## config.mk

```make
export PLATFORM = sky130hd
export DESIGN_NAME = shift_req_arbiter
export DESIGN_NICKNAME = d
export VERILOG_FILES = /design/src/rtl/shift_req_arbiter.sv
export SDC_FILE = /design/constraint.sdc
export NUM_CORES = 1
export LEC_CHECK = 0
export ABC_AREA = 1
export BUFFER_PORTS_ARGS = -buffer_cell sky130_fd_sc_hd__buf_2
export CORE_MARGIN = 4
export CORE_UTILIZATION = 54
export CTS_CLUSTER_DIAMETER = 60
export DETAILED_ROUTE_END_ITERATION = 12
export HOLD_SLACK_MARGIN = 0.05
export PLACE_DENSITY = 0.81
export SLEW_MARGIN = 40
export SYNTH_ARGS = -nofsm -noshare
export SYNTH_HDL_FRONTEND = slang
export SYNTH_SLANG_ARGS = --single-unit
export TNS_END_PERCENT = 100
```

## constraint.sdc

```tcl
create_clock -name clk -period 1.85 [get_ports clk]
set_clock_uncertainty 0.2 [all_clocks]
set_input_delay 0.4625 -clock clk [delete_from_list [all_inputs] [get_ports clk]]
set_output_delay 0.4625 -clock clk [all_outputs]
set_load 0.03 [all_outputs]
```

## src/rtl/shift_req_arbiter.sv

```systemverilog
// Two-port round-robin arbiter in front of one 16-bit shifter (SLL/SRA/ROR/pass).
// One operation in flight; the result is registered and held until the owner takes it.
module shift_req_arbiter #(
   parameter logic FIRST_PRIO = 1'b0
) (
   input  logic        clk,
   input  logic        rst,
   input  logic [1:0]  req_valid,
   output logic [1:0]  req_ready,
   input  logic [1:0]  req_op0,
   input  logic [15:0] req_a0,
   input  logic [15:0] req_b0,
   input  logic [1:0]  req_op1,
   input  logic [15:0] req_a1,
   input  logic [15:0] req_b1,
   output logic [1:0]  resp_valid,
   input  logic [1:0]  resp_ready,
   output logic [15:0] resp_data,
   output logic [15:0] op_count
);

   typedef enum logic [1:0] {IDLE, EXEC, RESP} state_t;

   state_t      state_q, state_d;
   logic        last_grant_q;
   logic        owner_q;
   logic [1:0]  op_q;
   logic [15:0] a_q;
   logic [3:0]  sh_q;
   logic [15:0] resp_data_q;
   logic [15:0] op_count_q;

   logic        grant;
   logic        grant_valid;
   logic        accept;
   logic        resp_done;
   logic [15:0] shift_result;
   logic [31:0] rot_wide;
   logic        unused_b_hi;

   assign unused_b_hi = ^{req_b0[15:4], req_b1[15:4]};

   // Under contention the requester that did not win last time gets the grant.
   always_comb begin
      grant_valid = |req_valid;
      grant       = 1'b0;
      case (req_valid)
         2'b01:   grant = 1'b0;
         2'b10:   grant = 1'b1;
         2'b11:   grant = ~last_grant_q;
         default: grant = 1'b0;
      endcase
   end

   always_comb begin
      state_d    = state_q;
      req_ready  = 2'b00;
      resp_valid = 2'b00;
      accept     = 1'b0;
      resp_done  = 1'b0;
      case (state_q)
         IDLE: begin
            if (grant_valid) begin
               req_ready = grant ? 2'b10 : 2'b01;
               accept    = 1'b1;
               state_d   = EXEC;
            end
         end
         EXEC: state_d = RESP;
         RESP: begin
            resp_valid = owner_q ? 2'b10 : 2'b01;
            if (resp_ready[owner_q]) begin
               resp_done = 1'b1;
               state_d   = IDLE;
            end
         end
         default: state_d = IDLE;
      endcase
   end

   // Rotation is done on a doubled copy so a zero amount needs no special case.
   always_comb begin
      rot_wide     = {a_q, a_q} >> sh_q;
      shift_result = a_q;
      case (op_q)
         2'b00:   shift_result = a_q << sh_q;
         2'b01:   shift_result = $signed(a_q) >>> sh_q;
         2'b10:   shift_result = rot_wide[15:0];
         default: shift_result = a_q;
      endcase
   end

   always_ff @(posedge clk) begin
      if (rst) begin
         state_q      <= IDLE;
         last_grant_q <= ~FIRST_PRIO;
         owner_q      <= 1'b0;
         op_q         <= 2'b00;
         a_q          <= 16'h0000;
         sh_q         <= 4'h0;
         resp_data_q  <= 16'h0000;
         op_count_q   <= 16'h0000;
      end else begin
         state_q <= state_d;
         if (accept) begin
            last_grant_q <= grant;
            owner_q      <= grant;
            op_q         <= grant ? req_op1 : req_op0;
            a_q          <= grant ? req_a1 : req_a0;
            sh_q         <= grant ? req_b1[3:0] : req_b0[3:0];
         end
         if (state_q == EXEC) begin
            resp_data_q <= shift_result;
         end
         if (resp_done) begin
            op_count_q <= op_count_q + 16'd1;
         end
      end
   end

   assign resp_data = resp_data_q;
   assign op_count  = op_count_q;

endmodule

```

==> summary.txt, run 1 <==
SYNTHESIS
-------------------------------------------------------------------------------------
Leading area contributor after synthesis                                 sky130_fd_sc_hd__dfxtp_1
Synthesis warning total                                                             0
Count of flip-flops with a built-in enable after synthesis                          0
Ranking of synthesized cells by area                                     sky130_fd_sc_hd__dfxtp_1 27%, sky130_fd_sc_hd__nand2_1 19%, sky130_fd_sc_hd__nand3_1 15%
Post-synthesis cell type count                                                     38
Share of async-settable or async-resettable flops after synthesis                   0
Synth Net Count                                                                   784
Average instance area after synthesis                                       6.111 um2
Synthesis-stage register bit count                                                 58
Synth top area share                                                           0.2680
Gate count of the mapped netlist                                                  709
Commonest register cell after synthesis                                  sky130_fd_sc_hd__dfxtp_1
Share of the yosys chip area belonging to registers                            0.2680
Cell Area, Synth                                                             4333 um2

POWER
-------------------------------------------------------------------------------------
Pwr per Cell Area                                                        899.5 nW/um2
Cell leakage power                                                           3.027 nW
Maximum resistive drop on vdd                                                660.5 uV
Post-layout power                                                          0.005421 W

FLOORPLAN
-------------------------------------------------------------------------------------
Number of top-level design ports                                                  110
Horizontal die dimension                                                     97.58 um
Number of rows created at floorplan                                                32
Die Outline Area                                                             9521 um2
Floorplan die height                                                         97.58 um
Standard cell core area                                                      7767 um2
Initial core utilization                                                       0.5578

CLOCK TREE
-------------------------------------------------------------------------------------
Insertion delay to the later sink of the worst-skew pair                       350 ps
H-tree Lvls                                                                         3
Number of clock sinks                                                              58
Number of buffers inserted during clock tree synthesis                              9
Clock transition at the registers of the reported paths                         90 ps
Cell chosen for the clock root                                           sky130_fd_sc_hd__clkbuf_8
Count of hold-fix buffers inserted at cts                                           0
CTS Buffer Depth                                                                    2
TritonCTS clock tree                                                             done

FINAL LAYOUT
-------------------------------------------------------------------------------------
Final core utilization                                                         0.7759
Multi-input combinational cell area                                          3108 um2
Area occupied by registers                                                   1181 um2
Leading cell types in the layout, fill and taps excluded                 175 x sky130_fd_sc_hd__nand2_1, 103 x sky130_fd_sc_hd__nand3_1, 81 x sky130_fd_sc_hd__buf_2, 55 x sky130_fd_sc_hd__buf_4, 52 x sky130_fd_sc_hd__inv_1
Layout net count                                                                  909
Antenna diode instance count                                                        0
Number of fillers in the final layout                                             559
Most frequent standard cell in the layout excluding fill and tap cells   sky130_fd_sc_hd__nand2_1
Fraction of layout instances using a drive strength above 1                    0.3743
Area growth, synth to finish                                                   39.10%

CRITICAL PATH
-------------------------------------------------------------------------------------
Delay of the slowest cell on the worst path                                    380 ps
Endpoint class of the critical path                                      primary output
Biggest fanout along the worst timing path                                          4
Arrival @ worst endpoint                                                      1280 ps
Ordered list of cells on the worst path                                  nor2_1 > o21ai_1 > nor2_1 > buf_4
Kind of start point of the critical path                                         flop
Kind of critical path                                                    flop to primary output
Data required time at the worst endpoint                                      1190 ps
Dominant cell type by count on the critical path                         sky130_fd_sc_hd__nor2_1
Critical-path top delay cell                                             sky130_fd_sc_hd__dfxtp_4

ROUTE
-------------------------------------------------------------------------------------
Number of nets with antenna violations after detailed routing                       0
DRC marker count from the first detailed-route iteration                          583
Count of TritonRoute iterations in the first routing pass                           6
Vias per cell                                                                   6.074
Vias after detailed routing                                                      5716
Final wirelength                                                             17940 um
Final routed wire length divided by cell count                               19.07 um
Residual DRC                                                                        0

GLOBAL ROUTING
-------------------------------------------------------------------------------------
Overall fraction of global-route tracks in use                                 0.3176
Wire length of the first global-routing pass                                 24680 um
Global-route congestion overflow total                                              0
Number of antenna violations at the first check in global routing                   0
Number of global-route vias before repair                                        5036
Largest net degree at the start of global routing                                  45

HOLD PATH
-------------------------------------------------------------------------------------
Path type of the worst min-delay path                                    primary input to flop

PLACE
-------------------------------------------------------------------------------------
Detailed placer's ending HPWL                                                11370 um
IO buf count                                                                       85
Gp weighted congestion                                                         0.9556

STA
-------------------------------------------------------------------------------------
Max transition margin                                                          0.5542
Total setup violations reported at the end of the flow                             15
Setup slack after layout                                                    -97.24 ps
Worst slew pin tran                                                          667.9 ps
Peak clock frequency supported by timing                                   0.5135 GHz
Fin crit share                                                                  1.053
Final Hold Viols                                                                    0
Unrepaired setup endpoints after global routing                                   yes
Final critical-path required period                                           1947 ps
Pins over their slew limit                                                          0

STATUS
-------------------------------------------------------------------------------------
Violations in the final reports                                          negative setup slack
Outcome                                                                  finished with violations

RUN
-------------------------------------------------------------------------------------
Number of maximum-capacitance violations                                            0

==> layer usage <==
metal	vias up	global-route usage	share of wire
li1	2588	-	-
met1	2575	0.3923	0.36
met2	431	0.5361	0.47
met3	122	0.04164	0.095
met4	0	0.1651	0.073
met5	-	0	0
==> power by group <==
part	switching, W	internal (W)
Clock	0.000612	0.000907
Sequential	0.000171	0.00136
Combinational	0.00147	0.000900
Total	0.00225	0.00317
==> final timing paths <==
| kind | slack, ps | depth (start not counted) | endpoint | startpoint |
|---|---|---|---|---|
| worst min-delay path | 260 | 5 | a_q[4]$_SDFFE_PP0P_ | req_a1[4] |
| worst max register to register | -90 | 12 | op_count[13]$_SDFFE_PP0P_ | owner_q$_SDFFE_PP0P_ |
| worst max-delay path | -100 | 4 | req_ready[1] | state_q[0]$_SDFFE_PP0P_ |
| worst min register to register | 280 | 2 | resp_data[13]$_SDFFE_PP0N_ | resp_data[13]$_SDFFE_PP0N_ |
==> through the flow <==
stage | setup TNS [ps] | hold WS [ps] | setup WS (ps) | instances | instance area (um2)
global route | -2613 | 282.4 | -183.8 | 941 | 6027
detailed placement | -2761 | 264.0 | -184.7 | 909 | 5151
global placement | -53.85 | 253.2 | -32.00 | 909 | 5151
floorplan | 0 | 242.5 | 9.956 | 709 | 4342
finish | -513.2 | 262.3 | -97.24 | 941 | 6027
CTS | -38.23 | 229.6 | -23.53 | 927 | 5458
==> cell usage after synthesis (2+ instances only) <==
library cell               number
sky130_fd_sc_hd__a21oi_1       37
sky130_fd_sc_hd__a21oi_2        4
sky130_fd_sc_hd__a31oi_1        3
sky130_fd_sc_hd__buf_1          2
sky130_fd_sc_hd__buf_2         15
sky130_fd_sc_hd__buf_4          2
sky130_fd_sc_hd__buf_6          5
sky130_fd_sc_hd__clkbuf_1      12
sky130_fd_sc_hd__dfxtp_1       58
sky130_fd_sc_hd__inv_1         57
sky130_fd_sc_hd__inv_2          5
sky130_fd_sc_hd__nand2_1      214
sky130_fd_sc_hd__nand2_2        7
sky130_fd_sc_hd__nand2_4       10
sky130_fd_sc_hd__nand3_1      129
sky130_fd_sc_hd__nand3_2        6
sky130_fd_sc_hd__nand4_1        4
sky130_fd_sc_hd__nor2_1        54
sky130_fd_sc_hd__nor2_4         5
sky130_fd_sc_hd__nor3_1         5
sky130_fd_sc_hd__nor4_1         2
sky130_fd_sc_hd__o211ai_1      23
sky130_fd_sc_hd__o21a_1         3
sky130_fd_sc_hd__o21ai_0       28
sky130_fd_sc_hd__o21ai_1        4
sky130_fd_sc_hd__o21ai_2        2
sky130_fd_sc_hd__xor2_1         2
==> flip-flops by register name (all words and copies together), names as in the netlist <==
name          count
a_q              16
op_count         16
resp_data        16
sh_q              4
op_q              2
state_q           2
last_grant_q      1
owner_q           1
==> critical path, delay by kind of cell (launching register included) <==
family / cells / cell delay, ps
simple gates: 2 / 270
compound gates: 1 / 100
flops: 1 / 380
buf+inv: 1 / 180
==> cell type report <==
| cell class | count | share of cell area |
|---|---|---|
| Multi-Input combinational cell | 550 | 0.5157 |
| Sequential cell | 58 | 0.1960 |
| Clock inverter | 7 | 0.02076 |
| Timing Repair inverter | 2 | 0.003114 |
| Clock buffer | 9 | 0.02055 |
| Tap cell | 102 | 0.02117 |
| Inverter | 63 | 0.04546 |
| Timing Repair Buffer | 150 | 0.1773 |
==> timing repair <==
action                                  in CTS  in global routing
pin swaps                                    4                 37
endpoints found under the setup margin      14                 27
buffers inserted                             2                 11
cloned                                       0                  3
gates resized for setup                     20                123
==> kinds of logic (layout without fill, tap and decap cells) <==
logic type                 after synthesis  after routing  synth area share
DFF                                     58             58            0.2680
adders and majority gates                1              1          0.002887
AOI/OAI and AO/OA                      107            107            0.1467
and+or+nand+nor                        440            440            0.4698
xor gates and xnor gates                 2              2          0.004043
buffers and inverters                  101            231            0.1086
Note: power is estimated with default switching activity, not from simulation.
==> run 2: changes to the inputs <==
CORE_ASPECT_RATIO = 0.9   (was unset)
CTS_CLUSTER_SIZE = 10   (was unset)
==> run 2 against run 1 <==
  * The run still ends with negative setup slack left
  * First-iteration DRC count increased by 23%
  * Combinational power decreased by 8.4%
  * Setup slack improved by 1.3 ps
  * Fmax about the same
  * Largest cell class unchanged
  * Flip-flop and latch count unchanged
  * Via count decreased by 6.9%
==> summary.txt, run 2 (same netlist as run 1, synthesis figures left out) <==
STA
-------------------------------------------------------------------------------------
Final critical-path required period                                           1946 ps   -1.325 ps
Pins over their slew limit                                                          0   unchanged
Fin crit share                                                                  1.052   about the same
Unrepaired setup endpoints after global routing                                   yes
Post-route worst hold slack                                                  151.0 ps   -111.4 ps
Worst slew pin tran                                                          566.2 ps   -101.7 ps
Peak clock frequency supported by timing                                   0.5139 GHz   about the same
Final Hold Viols                                                                    0   unchanged
Max transition margin                                                          0.6221   +0.06789
Setup slack after layout                                                    -95.92 ps   +1.325 ps
Total setup violations reported at the end of the flow                              6   -9

FLOORPLAN
-------------------------------------------------------------------------------------
Horizontal die dimension                                                     102.4 um   +5.0%
Number of rows created at floorplan                                                30   -6.3%
Standard cell core area                                                      7657 um2   -1.4%
Floorplan die height                                                         92.98 um   -4.7%
Number of top-level design ports                                                  110   unchanged
Initial core utilization                                                       0.5658   +0.008021
Die Outline Area                                                             9523 um2   about the same

STATUS
-------------------------------------------------------------------------------------
Outcome                                                                  finished with violations
Violations in the final reports                                          negative setup slack

CLOCK TREE
-------------------------------------------------------------------------------------
TritonCTS clock tree                                                             done
Cell chosen for the clock root                                           sky130_fd_sc_hd__clkbuf_8
Number of clock sinks                                                              58   unchanged
Number of buffers inserted during clock tree synthesis                              9   unchanged
Clock transition at the registers of the reported paths                         70 ps   -20 ps
Count of hold-fix buffers inserted at cts                                           0   unchanged
H-tree Lvls                                                                         3   unchanged
Insertion delay to the later sink of the worst-skew pair                       340 ps   about the same
CTS Buffer Depth                                                                    2   unchanged

GLOBAL ROUTING
-------------------------------------------------------------------------------------
Met2 demand-to-capacity share in global routing                                0.4720   -0.06407
Number of global-route vias before repair                                        4667   -7.3%
Met1 routing resource usage after global routing                               0.4502   +0.05791
Number of antenna violations at the first check in global routing                   0   unchanged
Global-route congestion overflow total                                              0   unchanged
Largest net degree at the start of global routing                                  45   unchanged
Wire length of the first global-routing pass                                 23470 um   -4.9%
Overall fraction of global-route tracks in use                                 0.3116   -0.005979
Global-route track usage on met3                                              0.05518   +0.01355
Most crowded layer after global routing                                          met2

ROUTE
-------------------------------------------------------------------------------------
Number of nets with antenna violations after detailed routing                       0   unchanged
Vias after detailed routing                                                      5322   -6.9%
Residual DRC                                                                        0   unchanged
Final wirelength                                                             15410 um   -14%
Count of TritonRoute iterations in the first routing pass                           6   unchanged
Final routed wire length divided by cell count                               16.74 um   -12%
Vias per cell                                                                   5.779   -4.9%
DRC marker count from the first detailed-route iteration                          718   +23%

CRITICAL PATH
-------------------------------------------------------------------------------------
Arrival @ worst endpoint                                                      1280 ps   about the same
Endpoint class of the critical path                                      primary output
Biggest fanout along the worst timing path                                          3   -1
Data required time at the worst endpoint                                      1190 ps   about the same
Kind of critical path                                                    flop to primary output
Kind of start point of the critical path                                         flop

PLACE
-------------------------------------------------------------------------------------
IO buf count                                                                       85   unchanged
Detailed placer's ending HPWL                                                11230 um   -1.2%
Gp weighted congestion                                                          1.002   +4.8%

POWER
-------------------------------------------------------------------------------------
Post-layout power                                                          0.005195 W   -4.2%
Maximum resistive drop on vdd                                                624.9 uV   -5.4%
Cell leakage power                                                           2.913 nW   -3.8%
Pwr per Cell Area                                                        911.4 nW/um2   +1.3%

FINAL LAYOUT
-------------------------------------------------------------------------------------
Most frequent standard cell in the layout excluding fill and tap cells   sky130_fd_sc_hd__nand2_1
Antenna diode instance count                                                        0   unchanged
Fraction of layout instances using a drive strength above 1                    0.3188   -0.05547
Area growth, synth to finish                                                   31.56%
Leading cell types in the layout, fill and taps excluded                 189 x sky130_fd_sc_hd__nand2_1, 117 x sky130_fd_sc_hd__nand3_1, 81 x sky130_fd_sc_hd__buf_2, 53 x sky130_fd_sc_hd__inv_1, 50 x sky130_fd_sc_hd__nor2_1
Layout net count                                                                  895   -1.5%

RUN
-------------------------------------------------------------------------------------
Number of maximum-capacitance violations                                            0   unchanged

HOLD PATH
-------------------------------------------------------------------------------------
Path type of the worst min-delay path                                    primary input to flop

## run 2: cell count changes in the layout (fill, tap and decap cells not counted), sizes merged
cell      change
clkbuf        +2
buf          -12
clkinvlp      -1
clkinv        -4
bufbuf        +1
## run 2: path summary, 6_finish.rpt
kind | start | end | slack (ps) | cells after the start
worst min register to register | resp_data[7]$_SDFFE_PP0N_ | resp_data[7]$_SDFFE_PP0N_ | 270 | 2
worst min-delay path | rst | owner_q$_SDFFE_PP0P_ | 150 | 2
worst max-delay path | state_q[0]$_SDFFE_PP0P_ | req_ready[1] | -100 | 4
worst max register to register | sh_q[0]$_SDFFE_PP0P_ | resp_data[12]$_SDFFE_PP0N_ | 0 | 10
## run 2: repair_timing
item	in CTS	in global routing
setup endpoints to repair	16	23
pin swaps	4	15
resized for setup	22	68
cloned	1	0
setup buffers	1	2
## run 2: area by class of cell
cell class | count | area (um2)
clock buffers | 12 | 155.1
inverters | 63 | 252.7
clock inverters | 4 | 97.59
well taps | 96 | 120.1
fillers | 612 | 1957
multi-input cells | 550 | 2904
flip-flops and latches | 58 | 1176
repair buffers | 138 | 994.7
## run 2: power by group
group	total (W)	internal (W)	leakage, nW	switching, W
sequential	0.00152	0.00136	0.479	0.000154
combinational	0.00217	0.000828	2.31	0.00135
clock	0.00150	0.000970	0.123	0.000532
## run 2: metal layers
metal  wire length, um  share of wire  vias up
met5                 0              0        -
met4               493          0.032        0
met3              1648           0.11       56
met1              6460           0.42     2360
li1                  -              -     2564
met2              6812           0.44      342
## run 2: metrics by stage
step	area [um2]	TNS, ps	util	instances	setup WS [ps]
floorplan	4342	0	-	709	9.956
global placement	5154	-529.2	0.6730	901	-61.39
detailed placement	5154	-2174	0.6730	901	-128.6
CTS	5500	-50.81	0.7183	919	-30.06
global route	5700	-1067	0.7444	921	-185.3
finish	5700	-199.7	0.7444	921	-95.92
## run 2: worst max-delay path, cell delays in order (launching register included)
cell and delay, ps:
sky130_fd_sc_hd__dfxtp_2 350, sky130_fd_sc_hd__nor2_1 110, sky130_fd_sc_hd__o21ai_1 130, sky130_fd_sc_hd__nor2_1 170, sky130_fd_sc_hd__buf_4 190
